**src/rtl/tx_safety_pkg.sv**
```systemverilog
// +-----------------------------------------------------------------------------
// | Module   : tx_safety_pkg
// | Brief    : State encoding and default sizing for the TX safety ramp.
// | Revision : 1.0 - initial release
// +-----------------------------------------------------------------------------
`default_nettype none

package tx_safety_pkg;

    localparam int unsigned AMP_W_DEF     = 16;
    localparam int unsigned RAMP_STEP_DEF = 256;
    localparam int unsigned TICK_DIV_DEF  = 100;

    typedef enum logic [2:0] {
        ST_IDLE      = 3'd0,
        ST_RAMP_UP   = 3'd1,
        ST_ON        = 3'd2,
        ST_RAMP_DOWN = 3'd3,
        ST_FAULT     = 3'd4
    } state_t;

endpackage

`default_nettype wire

```
**src/rtl/ramp_tick_gen.sv**
```systemverilog
// +-----------------------------------------------------------------------------
// | Module   : ramp_tick_gen
// | Brief    : Prescaler producing a one-cycle tick every TICK_DIV running cycles.
// | Revision : 1.0 - initial release
// +-----------------------------------------------------------------------------
`default_nettype none

module ramp_tick_gen
    import tx_safety_pkg::*;
#(
    parameter int unsigned TICK_DIV = TICK_DIV_DEF
) (
    input  logic clk,
    input  logic rstn,
    input  logic clr,
    input  logic run,
    output logic tick
);

    localparam int unsigned         c_cnt_w = (TICK_DIV > 1) ? $clog2(TICK_DIV) : 1;
    localparam logic [c_cnt_w-1:0]  c_last  = c_cnt_w'(TICK_DIV - 1);

    logic [c_cnt_w-1:0] r_cnt;
    logic               w_wrap;

    assign w_wrap = (r_cnt == c_last);
    assign tick   = run && w_wrap;

    always_ff @(posedge clk) begin
        if (!rstn) begin
            r_cnt <= '0;
        end else if (clr) begin
            r_cnt <= '0;
        end else if (run) begin
            r_cnt <= w_wrap ? '0 : r_cnt + 1'b1;
        end
    end

endmodule

`default_nettype wire

```
**src/rtl/tx_safety_ramp.sv**
```systemverilog
// +-----------------------------------------------------------------------------
// | Module   : tx_safety_ramp
// | Brief    : Carrier amplitude ramp FSM with sticky watchdog fault handling.
// |            Optional macro SAFETY_WARN_ATTEN_EN halves amplitude in ON while
// |            the watchdog warning is asserted.
// | Revision : 1.0 - initial release
// +-----------------------------------------------------------------------------
`default_nettype none

module tx_safety_ramp
    import tx_safety_pkg::*;
#(
    parameter int unsigned AMP_W     = AMP_W_DEF,
    parameter int unsigned RAMP_STEP = RAMP_STEP_DEF,
    parameter int unsigned TICK_DIV  = TICK_DIV_DEF
) (
    input  logic             clk,
    input  logic             rstn,
    input  logic             rf_req,
    input  logic [AMP_W-1:0] amp_target,
    input  logic             wd_triggered,
    input  logic             wd_warning,
    input  logic             fault_clear,
    output logic [AMP_W-1:0] amp_out,
    output logic             rf_on,
    output logic             fault_latched,
    output logic [2:0]       state
);

    localparam logic [AMP_W:0] c_step = (AMP_W + 1)'(RAMP_STEP);

    state_t           r_state;
    state_t           w_state_nxt;
    logic [AMP_W-1:0] r_amp;
    logic [AMP_W-1:0] w_amp_nxt;
    logic [AMP_W-1:0] r_tgt;
    logic [AMP_W-1:0] w_tgt_nxt;
    logic             r_fault;
    logic             w_fault_nxt;
    logic             w_tick;
    logic             w_clr;
    logic             w_run;
    logic [AMP_W:0]   w_sum;
    logic [AMP_W-1:0] w_amp_up;
    logic [AMP_W-1:0] w_amp_dn;
    logic [AMP_W-1:0] w_on_amp;

    // Extra bit on the sum keeps saturation correct near full scale.
    assign w_sum    = {1'b0, r_amp} + c_step;
    assign w_amp_up = (w_sum >= {1'b0, r_tgt}) ? r_tgt : w_sum[AMP_W-1:0];
    assign w_amp_dn = ({1'b0, r_amp} <= c_step) ? '0 : r_amp - c_step[AMP_W-1:0];

`ifdef SAFETY_WARN_ATTEN_EN
    assign w_on_amp = wd_warning ? (r_tgt >> 1) : r_tgt;
`else
    logic w_unused_warn;
    assign w_unused_warn = wd_warning;
    assign w_on_amp      = r_tgt;
`endif

    assign w_run = (r_state == ST_RAMP_UP) || (r_state == ST_RAMP_DOWN);
    assign w_clr = (w_state_nxt != r_state);

    ramp_tick_gen #(
        .TICK_DIV (TICK_DIV)
    ) u_tick_gen (
        .clk  (clk),
        .rstn (rstn),
        .clr  (w_clr),
        .run  (w_run),
        .tick (w_tick)
    );

    always_ff @(posedge clk) begin
        if (!rstn) begin
            r_state <= ST_IDLE;
            r_amp   <= '0;
            r_tgt   <= '0;
            r_fault <= 1'b0;
        end else begin
            r_state <= w_state_nxt;
            r_amp   <= w_amp_nxt;
            r_tgt   <= w_tgt_nxt;
            r_fault <= w_fault_nxt;
        end
    end

    always_comb begin
        w_state_nxt = r_state;
        w_amp_nxt   = r_amp;
        w_tgt_nxt   = r_tgt;
        w_fault_nxt = r_fault | wd_triggered;
        case (r_state)
            ST_IDLE: begin
                w_amp_nxt = '0;
                if (wd_triggered || r_fault) begin
                    w_state_nxt = ST_FAULT;
                end else if (rf_req) begin
                    w_state_nxt = ST_RAMP_UP;
                    w_tgt_nxt   = amp_target;
                end
            end
            ST_RAMP_UP: begin
                // Aborts hold the current amplitude as the ramp-down start point.
                if (wd_triggered || !rf_req) begin
                    w_state_nxt = ST_RAMP_DOWN;
                end else if (w_tick) begin
                    w_amp_nxt = w_amp_up;
                    if (w_amp_up == r_tgt) begin
                        w_state_nxt = ST_ON;
                    end
                end
            end
            ST_ON: begin
                if (wd_triggered || !rf_req) begin
                    w_state_nxt = ST_RAMP_DOWN;
                end else begin
                    w_amp_nxt = w_on_amp;
                end
            end
            ST_RAMP_DOWN: begin
                if (w_tick) begin
                    w_amp_nxt = w_amp_dn;
                    if (w_amp_dn == '0) begin
                        w_state_nxt = w_fault_nxt ? ST_FAULT : ST_IDLE;
                    end
                end
            end
            ST_FAULT: begin
                w_amp_nxt = '0;
                if (fault_clear && !wd_triggered) begin
                    w_fault_nxt = 1'b0;
                    w_state_nxt = ST_IDLE;
                end
            end
            default: begin
                w_state_nxt = ST_IDLE;
                w_amp_nxt   = '0;
            end
        endcase
    end

    assign amp_out       = r_amp;
    assign fault_latched = r_fault;
    assign state         = r_state;
    assign rf_on         = (r_state == ST_RAMP_UP) || (r_state == ST_ON) ||
                           (r_state == ST_RAMP_DOWN);

endmodule

`default_nettype wire

```
**config.mk**
```make
export PLATFORM = sky130hd
export DESIGN_NAME = tx_safety_ramp
export DESIGN_NICKNAME = d
export VERILOG_FILES = /design/src/rtl/tx_safety_pkg.sv /design/src/rtl/ramp_tick_gen.sv /design/src/rtl/tx_safety_ramp.sv
export SDC_FILE = /design/constraint.sdc
export NUM_CORES = 1
export LEC_CHECK = 0
export ABC_AREA = 1
export BUFFER_PORTS_ARGS = -buffer_cell sky130_fd_sc_hd__buf_2
export CORE_MARGIN = 2
export CORE_UTILIZATION = 59
export CTS_CLUSTER_SIZE = 20
export DETAILED_ROUTE_END_ITERATION = 16
export PLACE_DENSITY = 0.86
export SETUP_SLACK_MARGIN = 0.05
export SYNTH_ARGS = -nofsm -noshare
export SYNTH_HDL_FRONTEND = slang
export SYNTH_SLANG_ARGS = --single-unit
export TNS_END_PERCENT = 1
```
**constraint.sdc**
```tcl
create_clock -name clk -period 4 [get_ports clk]
set_input_delay 0 -clock clk [delete_from_list [all_inputs] [get_ports clk]]
set_output_delay 0 -clock clk [all_outputs]
set_load 0.03 [all_outputs]
```
==> flow_summary_export.csv, run 1 <==
group,metric,value,unit
sta,layout_min_cycle_time,3.68,ns
route,antenna_left,0,
route,via_per_inst,5.99,
clock_tree,clk_pin_slew,0.09,ns
route,vias,3904,
sta,tightest_slew,0.838,ns
power_and_ir_drop,p_switching,1.56,mW
final_layout,final_common_cell,"nand2_1",
setup_path,end_kind,"flop",
synth,synth_xor_area_frac,0.0177,
floorplanning,floorplan.die_area,0.00651,mm²
final_layout,final_nets,621,
power_and_ir_drop,leakagePower,1.77,nW
route,dr.pass1.iters,5,
synth,yosys.area_share.simple,0.352,
final_layout,syn_to_final_growth,14.4,%
global_routing,grt_pass1_wl,16.0,mm
sta,max_freq,272,MHz
min_path,holdPathStages,3,
setup_path,critical_path_class,"reg -> reg",
synth,yosys_warnings,0,
synth,synthAdderAreaFrac,0.0722,
final_layout,mostFrequentLayoutCells,"nand2_1, inv_1, nor2_1",
power_and_ir_drop,power,2.81,mW
sta,fin_crit_sh,0.920,
global_routing,grt_pass1_vias,3487,
power_and_ir_drop,power_frac_seq,0.199,
power_and_ir_drop,pwr-share-clk,0.124,
clock_tree,ctsLongestPathBuffers,2,
route,initialDrtViolationCount,421,
setup_path,arrival,3.88,ns
synth,avgSynthCellArea,6.53,µm²
floorplanning,rows,27,
global_routing,grtUsageTotal,0.316,
synth,synth_area,0.00347,mm²
clock_tree,htreeDepth,2,
synth,synthMuxAreaShare,0.00289,
final_layout,diodes,0,
clock_tree,clk_latency,0.30,ns
power_and_ir_drop,p_int,1.25,mW
global_routing,grt_max_degree,33,
min_path,hold_path_end,"r_tgt[13]",
power_and_ir_drop,sw_frac_of_total,0.556,
final_layout,fillCellCount,509,
place,hpwl,7.08,mm
synth,ys_ff_latch,43,
global_routing,antenna_found_initial,0,
sta,clock_skew,0.00867,ns
sta,rsz0062_at_grt,"no",
min_path,hp-class,"in -> reg",
sta,drv_slew,0,
min_path,holdCritStartpoint,"amp_target[13]",
sta,hold_violations,0,
synth,synth_top_family_by_area,"simple AND/OR/NAND/NOR gates",
power_and_ir_drop,pwr_density_cell,708,mW/mm²
route,drc,0,
setup_path,r2r_setup_slack,0.32,ns
clock_tree,clockRootBuffer,"clkbuf_8",
global_routing,overflow,0,
power_and_ir_drop,max-vdd-ir-drop,0.414,mV
route,wl_per_cell,15.5,µm
floorplanning,core_area,0.00561,mm²
route,drt_wl_total,10.1,mm
floorplanning,die-width,80.7,µm
sta,tns,0,ns
clock_tree,cts_tree,"yes",
setup_path,reg2reg_from,"amp_out[8]",
floorplanning,start_util,0.618,
synth,ys_seq_area_frac,0.248,
setup_path,cp-start-kind,"flop",
clock_tree,cts_resized,0,
floorplanning,ios,43,
clock_tree,cts_sinks,43,
sta,fin_hold_ws,0.0188,ns
setup_path,critical_path_required,4.20,ns
synth,netlist_instances,531,
synth,synth-compound-area-share,0.194,
place,gp_congestion,0.975,
final_layout,drive_gt1_frac,0.186,
run,cap_viol_max_count,0,
outcome,status,"complete, no violations",
floorplanning,die_h,80.7,µm
setup_path,r2r_cells,25,
setup_path,crit_path_max_fanout,8,
clock_tree,cts_buffers,5,
synth,ys_types,39,
sta,maxSlewHeadroom,0.441,
sta,setup_viol,0,
setup_path,r2r-end,"u_tick_gen.r_cnt[6]",
synth,synth_nets,573,
place,portBuffers,41,
power_and_ir_drop,pwr-share-comb,0.677,
-- worst max-delay path by stage --
stage                           from             endpoint  slack [ns]  cells after the start
after floorplan           amp_out[8]  u_tick_gen.r_cnt[0]        0.70                     26
after global placement    amp_out[9]  u_tick_gen.r_cnt[1]        0.60                     27
after detailed placement  amp_out[9]  u_tick_gen.r_cnt[6]        0.52                     27
after CTS                 amp_out[9]  u_tick_gen.r_cnt[6]        0.44                     27
after global routing      amp_out[9]  u_tick_gen.r_cnt[5]        0.05                     23
final                     amp_out[8]  u_tick_gen.r_cnt[6]        0.32                     25
-- what timing repair did --
action	4_1_cts	5_1_grt
endpoints found under the setup margin	0	3
endpoints found under the hold margin	13	0
setup buffers	0	1
hold buffers	13	0
-- per-layer routing --
metal	global-route usage	wire, µm	share of wire
met4	0.129	341	0.034
met1	0.404	4240	0.42
met5	0	0	0
met3	0.0404	752	0.074
met2	0.536	4760	0.47
-- registers in the layout (all words and copies together), names as in the netlist --
signal            count
amp_out              16
u_tick_gen.r_cnt      7
state                 3
r_tgt                16
fault_latched         1
-- cells in the mapped netlist, drive strengths merged --
cell type	instances	area, µm²
clkinv	1	3.75
dfxtp	43	861
nand2	119	499
o32ai	4	35.0
a21oi	40	200
o22ai	5	31.3
a31oi	2	12.5
o211ai	4	30.0
and2	1	6.26
a21o	2	15.0
xor2	7	61.3
a31o	1	8.76
inv	74	280
nand3	26	160
mux2i	1	10.0
o221ai	6	52.6
nor3	5	25.0
nand3b	1	7.51
a211oi	8	60.1
nor2	64	312
nand4	34	213
buf	9	66.3
clkbuf	11	41.3
o21ai	42	218
a41oi	1	8.76
ha	20	250
-- layout make-up --
cell class | count | area [µm²] | area share
multi-input cells | 394 | 2230 | 0.561
repair buffers | 60 | 393 | 0.0990
well taps | 72 | 90.1 | 0.0227
flip-flops and latches | 43 | 861 | 0.217
clock inverters | 3 | 43.8 | 0.0110
inverters | 75 | 284 | 0.0716
clock buffers | 5 | 68.8 | 0.0173
-- worst max-delay path: stages, from the launching register on --
cell,delay (ns)
dfxtp_1,0.44
ha_1,0.23
nand3_2,0.13
xor2_1,0.24
inv_1,0.12
ha_1,0.31
nand2_1,0.07
nor2_1,0.15
nand2_1,0.09
nor2_1,0.09
nand2_1,0.06
nand2_1,0.26
nor2_8,0.11
buf_12,0.15
nand4_1,0.07
nand2_1,0.07
nor2_1,0.08
nand2_1,0.06
nor2_1,0.14
nand3_2,0.13
nand2_1,0.09
nand2_1,0.08
o21ai_1,0.17
nor2_4,0.06
nand2_4,0.13
nor2_2,0.05
-- through the flow --
step	instance area (µm²)	instances	utilization	worst slack (ns)
finish	3970	652	0.707	0.318
global route	3970	652	0.707	0.0494
CTS	3940	650	0.702	0.440
detailed placement	3690	629	0.659	0.524
global placement	3690	629	0.659	0.599
floorplan	3470	531	-	0.702
-- power groups by stage --
stage / registers (mW) / logic (mW) / clock network (mW)
after floorplan: 0.607 / 1.40 / 0
after global placement: 0.564 / 1.72 / 0
after detailed placement: 0.566 / 1.76 / 0
after CTS: 0.556 / 1.78 / 0.348
after global routing: 0.568 / 2.07 / 0.363
final: 0.558 / 1.90 / 0.350
-- cell families after synthesis --
kind of cell | after synthesis
and+or+nand+nor | 250
DFF | 43
muxes | 1
adders and majority gates | 20
AOI/OAI and AO/OA | 115
buffers and inverters | 95
xor gates and xnor gates | 7
Note: power is estimated with default switching activity, not from simulation.
==> inputs of run 2 (changes only) <==
- CORE_UTILIZATION: 59 -> 51
- PLACE_DENSITY: 0.86 -> 0.76
==> flow_summary_export.csv, run 2 (synthesis results as in run 1) <==
group,metric,value,unit
clock_tree,cts_sinks,43,
sta,fin_hold_ws,-0.00410,ns
min_path,holdPathStages,3,
route,drc,0,
final_layout,final_common_cell,"nand2_1",
setup_path,critical_path_required,4.19,ns
sta,layout_min_cycle_time,3.64,ns
outcome,violations,"hold timing",
sta,fin_crit_sh,0.910,
route,antenna_left,0,
setup_path,crit_path_max_fanout,16,
power_and_ir_drop,power_frac_seq,0.196,
place,hpwl,7.41,mm
final_layout,drive_gt1_frac,0.197,
setup_path,end_kind,"flop",
final_layout,finalInstanceArea,0.00399,mm²
sta,drv_slew,0,
min_path,hp-class,"in -> reg",
power_and_ir_drop,pwr_density_cell,717,mW/mm²
clock_tree,clk_pin_slew,0.09,ns
outcome,status,"complete, but fails checks",
setup_path,r2r_cells,25,
sta,setup_viol,0,
sta,hold_violations,2,
route,initialDrtViolationCount,260,
clock_tree,clockRootBuffer,"clkbuf_8",
floorplanning,ios,43,
floorplanning,die-width,86.5,µm
sta,tns,0,ns
power_and_ir_drop,leakagePower,1.78,nW
sta,rsz0062_at_grt,"no",
power_and_ir_drop,max-vdd-ir-drop,0.439,mV
place,portBuffers,41,
clock_tree,cts_tree,"yes",
run,cap_viol_max_count,0,
floorplanning,core_area,0.00668,mm²
route,dr.pass1.iters,5,
power_and_ir_drop,p_switching,1.59,mW
route,via_per_inst,5.82,
final_layout,final_nets,624,
power_and_ir_drop,pwr-share-comb,0.677,
floorplanning,die_h,86.5,µm
clock_tree,htreeDepth,2,
setup_path,arrival,3.83,ns
place,gp_congestion,0.934,
global_routing,grt_pass1_wl,16.6,mm
sta,maxSlewHeadroom,0.447,
setup_path,cp-start-kind,"flop",
final_layout,diodes,0,
global_routing,overflow,0,
sta,tightest_slew,0.828,ns
final_layout,syn_to_final_growth,15.1,%
power_and_ir_drop,sw_frac_of_total,0.554,
global_routing,grtUsageTotal,0.278,
setup_path,critical_path_class,"reg -> reg",
place,dpl_cell_area,0.00372,mm²
global_routing,grt_max_degree,33,
route,vias,3861,
route,wl_per_cell,15.6,µm
power_and_ir_drop,p_int,1.28,mW
global_routing,antenna_found_initial,0,
clock_tree,cts_buffers,5,
route,drt_wl_total,10.4,mm
clock_tree,ctsLongestPathBuffers,2,
floorplanning,rows,30,
final_layout,mostFrequentLayoutCells,"nand2_1, inv_1, nor2_1",
clock_tree,clk_latency,0.30,ns
sta,clock_skew,0.00962,ns
floorplanning,start_util,0.519,
power_and_ir_drop,pwr-share-clk,0.127,
sta,max_freq,275,MHz
floorplanning,floorplan.die_area,0.00748,mm²
global_routing,grt_pass1_vias,3501,
[run 2: cell count changes in the layout (fill, tap and decap cells not counted)]
cell / delta
buf_12: -1
clkbuf_8: +1
clkinv_4: -1
dfxtp_1: -1
nand2_1: -1
nand2_2: +1
dfxtp_2: +1
buf_4: +6
dlygate4sd3_1: -2
[run 2: timing repair]
| action | CTS | global route |
|---|---|---|
| hold buffers | 11 | 0 |
| setup buffers | 0 | 4 |
| endpoints found under the hold margin | 11 | 0 |
| setup endpoints to repair | 0 | 7 |
| resized for setup | 0 | 2 |
[run 2: metal layers]
metal / up-vias / routed length [µm] / GRT usage
li1: 1897 / - / -
met4: 0 / 215 / 0.0781
met3: 22 / 740 / 0.0448
met2: 178 / 5010 / 0.480
met1: 1764 / 4400 / 0.357
met5: - / 0 / 0
[run 2: layout make-up]
cell class / count / area [µm²]
Fill cell: 645 / 2690
Multi-Input combinational cell: 394 / 2230
Sequential cell: 43 / 862
Timing Repair Buffer: 63 / 398
Inverter: 75 / 284
Tap cell: 80 / 100
Clock buffer: 6 / 82.6
Clock inverter: 2 / 35.0
[run 2: power by group through the flow]
stage          combinational (mW)  clock, mW  sequential [mW]
6_report                     1.94      0.362            0.561
5_1_grt                      2.10      0.385            0.569
4_1_cts                      1.81      0.365            0.558
3_5_place_dp                 1.79          0            0.568
3_3_place_gp                 1.75          0            0.567
2_1_floorplan                1.40          0            0.607
[run 2: stage by stage]
step / cells / hold slack (ns) / power [mW] / utilization / setup WS (ns)
after floorplan: 531 / 0.138 / 2.01 / - / 0.702
after global placement: 639 / 0.275 / 2.31 / 0.557 / 0.398
after detailed placement: 639 / 0.288 / 2.36 / 0.557 / 0.281
after CTS: 658 / 0.00430 / 2.73 / 0.591 / 0.230
after global routing: 663 / 0.0222 / 3.06 / 0.597 / 0.0775
final: 663 / -0.00410 / 2.86 / 0.597 / 0.360
[run 2: path summary, 6_finish.rpt]
| check | start | end | slack (ns) |
|---|---|---|---|
| setup / recovery | amp_out[9] | u_tick_gen.r_cnt[5] | 0.36 |
| hold / removal | amp_target[0] | r_tgt[0] | -0.004 |
| setup reg to reg | amp_out[9] | u_tick_gen.r_cnt[5] | 0.36 |
| hold reg to reg | amp_out[15] | amp_out[15] | 0.53 |
[run 2: worst max-delay path: stages, from the launching register on]
cell and delay, ns:
dfxtp_1 0.41, ha_1 0.24, nand3_2 0.15, nor2_1 0.15
xor2_1 0.22, inv_1 0.11, ha_1 0.32, nand2_1 0.07
inv_1 0.07, nand2_1 0.07, nor2_1 0.16, nand2_2 0.24
nand2_4 0.23, inv_2 0.10, nand3_1 0.07, nand2_1 0.09
inv_2 0.06, nand2_1 0.04, nor2_1 0.11, nand3_2 0.10
nand2_1 0.10, nand3_1 0.09, nand2_1 0.07, nand2_1 0.08
nand2_4 0.14, nor2_2 0.04
==> inputs of run 3 (changes only) <==
- clock period: 4 -> 4.6 ns (I/O delays scaled with it)
==> flow_summary_export.csv, run 3 (synthesis results as in run 1) <==
group,metric,value,unit
place,hpwl,7.31,mm
clock_tree,clk_pin_slew,0.08,ns
global_routing,grt_max_degree,34,
power_and_ir_drop,leakagePower,1.71,nW
global_routing,overflow,0,
global_routing,grtUsageTotal,0.270,
floorplanning,ios,43,
route,drc,0,
floorplanning,start_util,0.519,
sta,tightest_slew,0.796,ns
clock_tree,cts_setup_buffers,0,
sta,rsz0062_at_grt,"no",
global_routing,grt_pass1_wl,16.1,mm
outcome,violations,"hold timing",
sta,fin_hold_ws,-0.00272,ns
sta,setup_viol,0,
sta,drv_slew,0,
clock_tree,cts_sinks,43,
floorplanning,rows,30,
clock_tree,cts_tree,"yes",
power_and_ir_drop,power,2.27,mW
route,antenna_left,0,
sta,maxSlewHeadroom,0.469,
clock_tree,ctsLongestPathBuffers,2,
sta,tns,0,ns
place,gp_congestion,0.937,
final_layout,diodes,0,
power_and_ir_drop,max-vdd-ir-drop,0.395,mV
setup_path,crit_path_max_fanout,33,
place,portBuffers,41,
route,vias,3706,
route,via_per_inst,5.69,
sta,clock_skew,0.00865,ns
route,dr.pass1.iters,5,
setup_path,critical_path_required,4.84,ns
setup_path,end_kind,"flop",
sta,hold_violations,1,
final_layout,drive_gt1_frac,0.177,
final_layout,stdcell_count,651,
outcome,status,"complete, but fails checks",
final_layout,final_nets,614,
floorplanning,die-width,86.5,µm
route,initialDrtViolationCount,234,
clock_tree,clk_latency,0.30,ns
final_layout,mostFrequentLayoutCells,"nand2_1, inv_1, nor2_1",
sta,layout_min_cycle_time,3.90,ns
sta,max_freq,257,MHz
sta,fin_crit_sh,0.847,
global_routing,grt_pass1_vias,3291,
setup_path,cp-start-kind,"flop",
clock_tree,cts_buffers,5,
global_routing,antenna_found_initial,0,
setup_path,arrival,4.13,ns
route,drt_wl_total,9.84,mm
floorplanning,core_area,0.00668,mm²
power_and_ir_drop,pwr_density_cell,589,mW/mm²
route,wl_per_cell,15.1,µm
clock_tree,clockRootBuffer,"clkbuf_8",
final_layout,syn_to_final_growth,11.3,%
clock_tree,htreeDepth,2,
setup_path,critical_path_class,"reg -> reg",
run,cap_viol_max_count,0,
place,dpl.cell_count,635,
final_layout,final_common_cell,"nand2_1",
floorplanning,floorplan.die_area,0.00748,mm²
min_path,hp-class,"in -> reg",
floorplanning,die_h,86.5,µm
-- run 3: path summary, 6_finish.rpt --
| path | slack (ns) | cells after the start | startpoint | endpoint |
|---|---|---|---|---|
| worst max-delay path | 0.70 | 25 | amp_out[10] | u_tick_gen.r_cnt[2] |
| worst min-delay path | -0.003 | 3 | amp_target[2] | r_tgt[2] |
| worst max register to register | 0.70 | 25 | amp_out[10] | u_tick_gen.r_cnt[2] |
| worst min register to register | 0.53 | 2 | amp_out[4] | amp_out[4] |
-- run 3: metal layers --
metal / share of wire / vias up / global-route usage / wire length (µm)
met4: 0.025 / 0 / 0.0952 / 250
met1: 0.45 / 1691 / 0.376 / 4420
met3: 0.055 / 25 / 0.0371 / 539
li1: - / 1869 / - / -
met2: 0.47 / 121 / 0.429 / 4630
met5: 0 / - / 0 / 0
-- run 3: report_power, final --
part / switching [mW] / total, mW / internal (mW) / leakage [nW]
registers: 0.0637 / 0.486 / 0.423 / 0.349
clock network: 0.133 / 0.234 / 0.102 / 0.0371
logic: 1.10 / 1.55 / 0.450 / 1.33
-- run 3: final cells by class --
class | instances | area, µm²
Sequential cell | 43 | 861
Inverter | 75 | 284
Multi-Input combinational cell | 393 | 2220
Clock buffer | 6 | 72.6
Fill cell | 664 | 2820
Timing Repair Buffer | 54 | 328
Tap cell | 80 | 100
-- run 3: critical path: stages, from the launching register on --
cell     delay, ns
dfxtp_1       0.53
nand3_1       0.15
nor2_1        0.23
inv_1         0.10
o21ai_1       0.25
inv_1         0.14
ha_1          0.33
nand2_1       0.08
nand2_1       0.04
nor2_1        0.09
nand2_1       0.13
nor2_8        0.31
nand2_4       0.28
inv_2         0.20
nand3_1       0.08
nand2_1       0.11
inv_2         0.03
nand2_1       0.06
nor2_1        0.05
nand3_2       0.09
nand2_1       0.08
nand3_1       0.10
nand2_1       0.06
nand2_1       0.10
nand2_4       0.11
nor2_2        0.09
-- run 3: per-stage QoR --
stage | utilization | instance area (µm²) | worst slack, ns
floorplan | - | 3470 | 1.30
global placement | 0.552 | 3690 | 0.858
detailed placement | 0.552 | 3690 | 0.808
CTS | 0.578 | 3860 | 0.768
global route | 0.578 | 3860 | 0.367
finish | 0.578 | 3860 | 0.703
-- run 3: timing repair --
item | in CTS | in global routing
hold buffers | 10 | 0
gates resized for setup | 0 | 0
endpoints found under the hold margin | 10 | 0
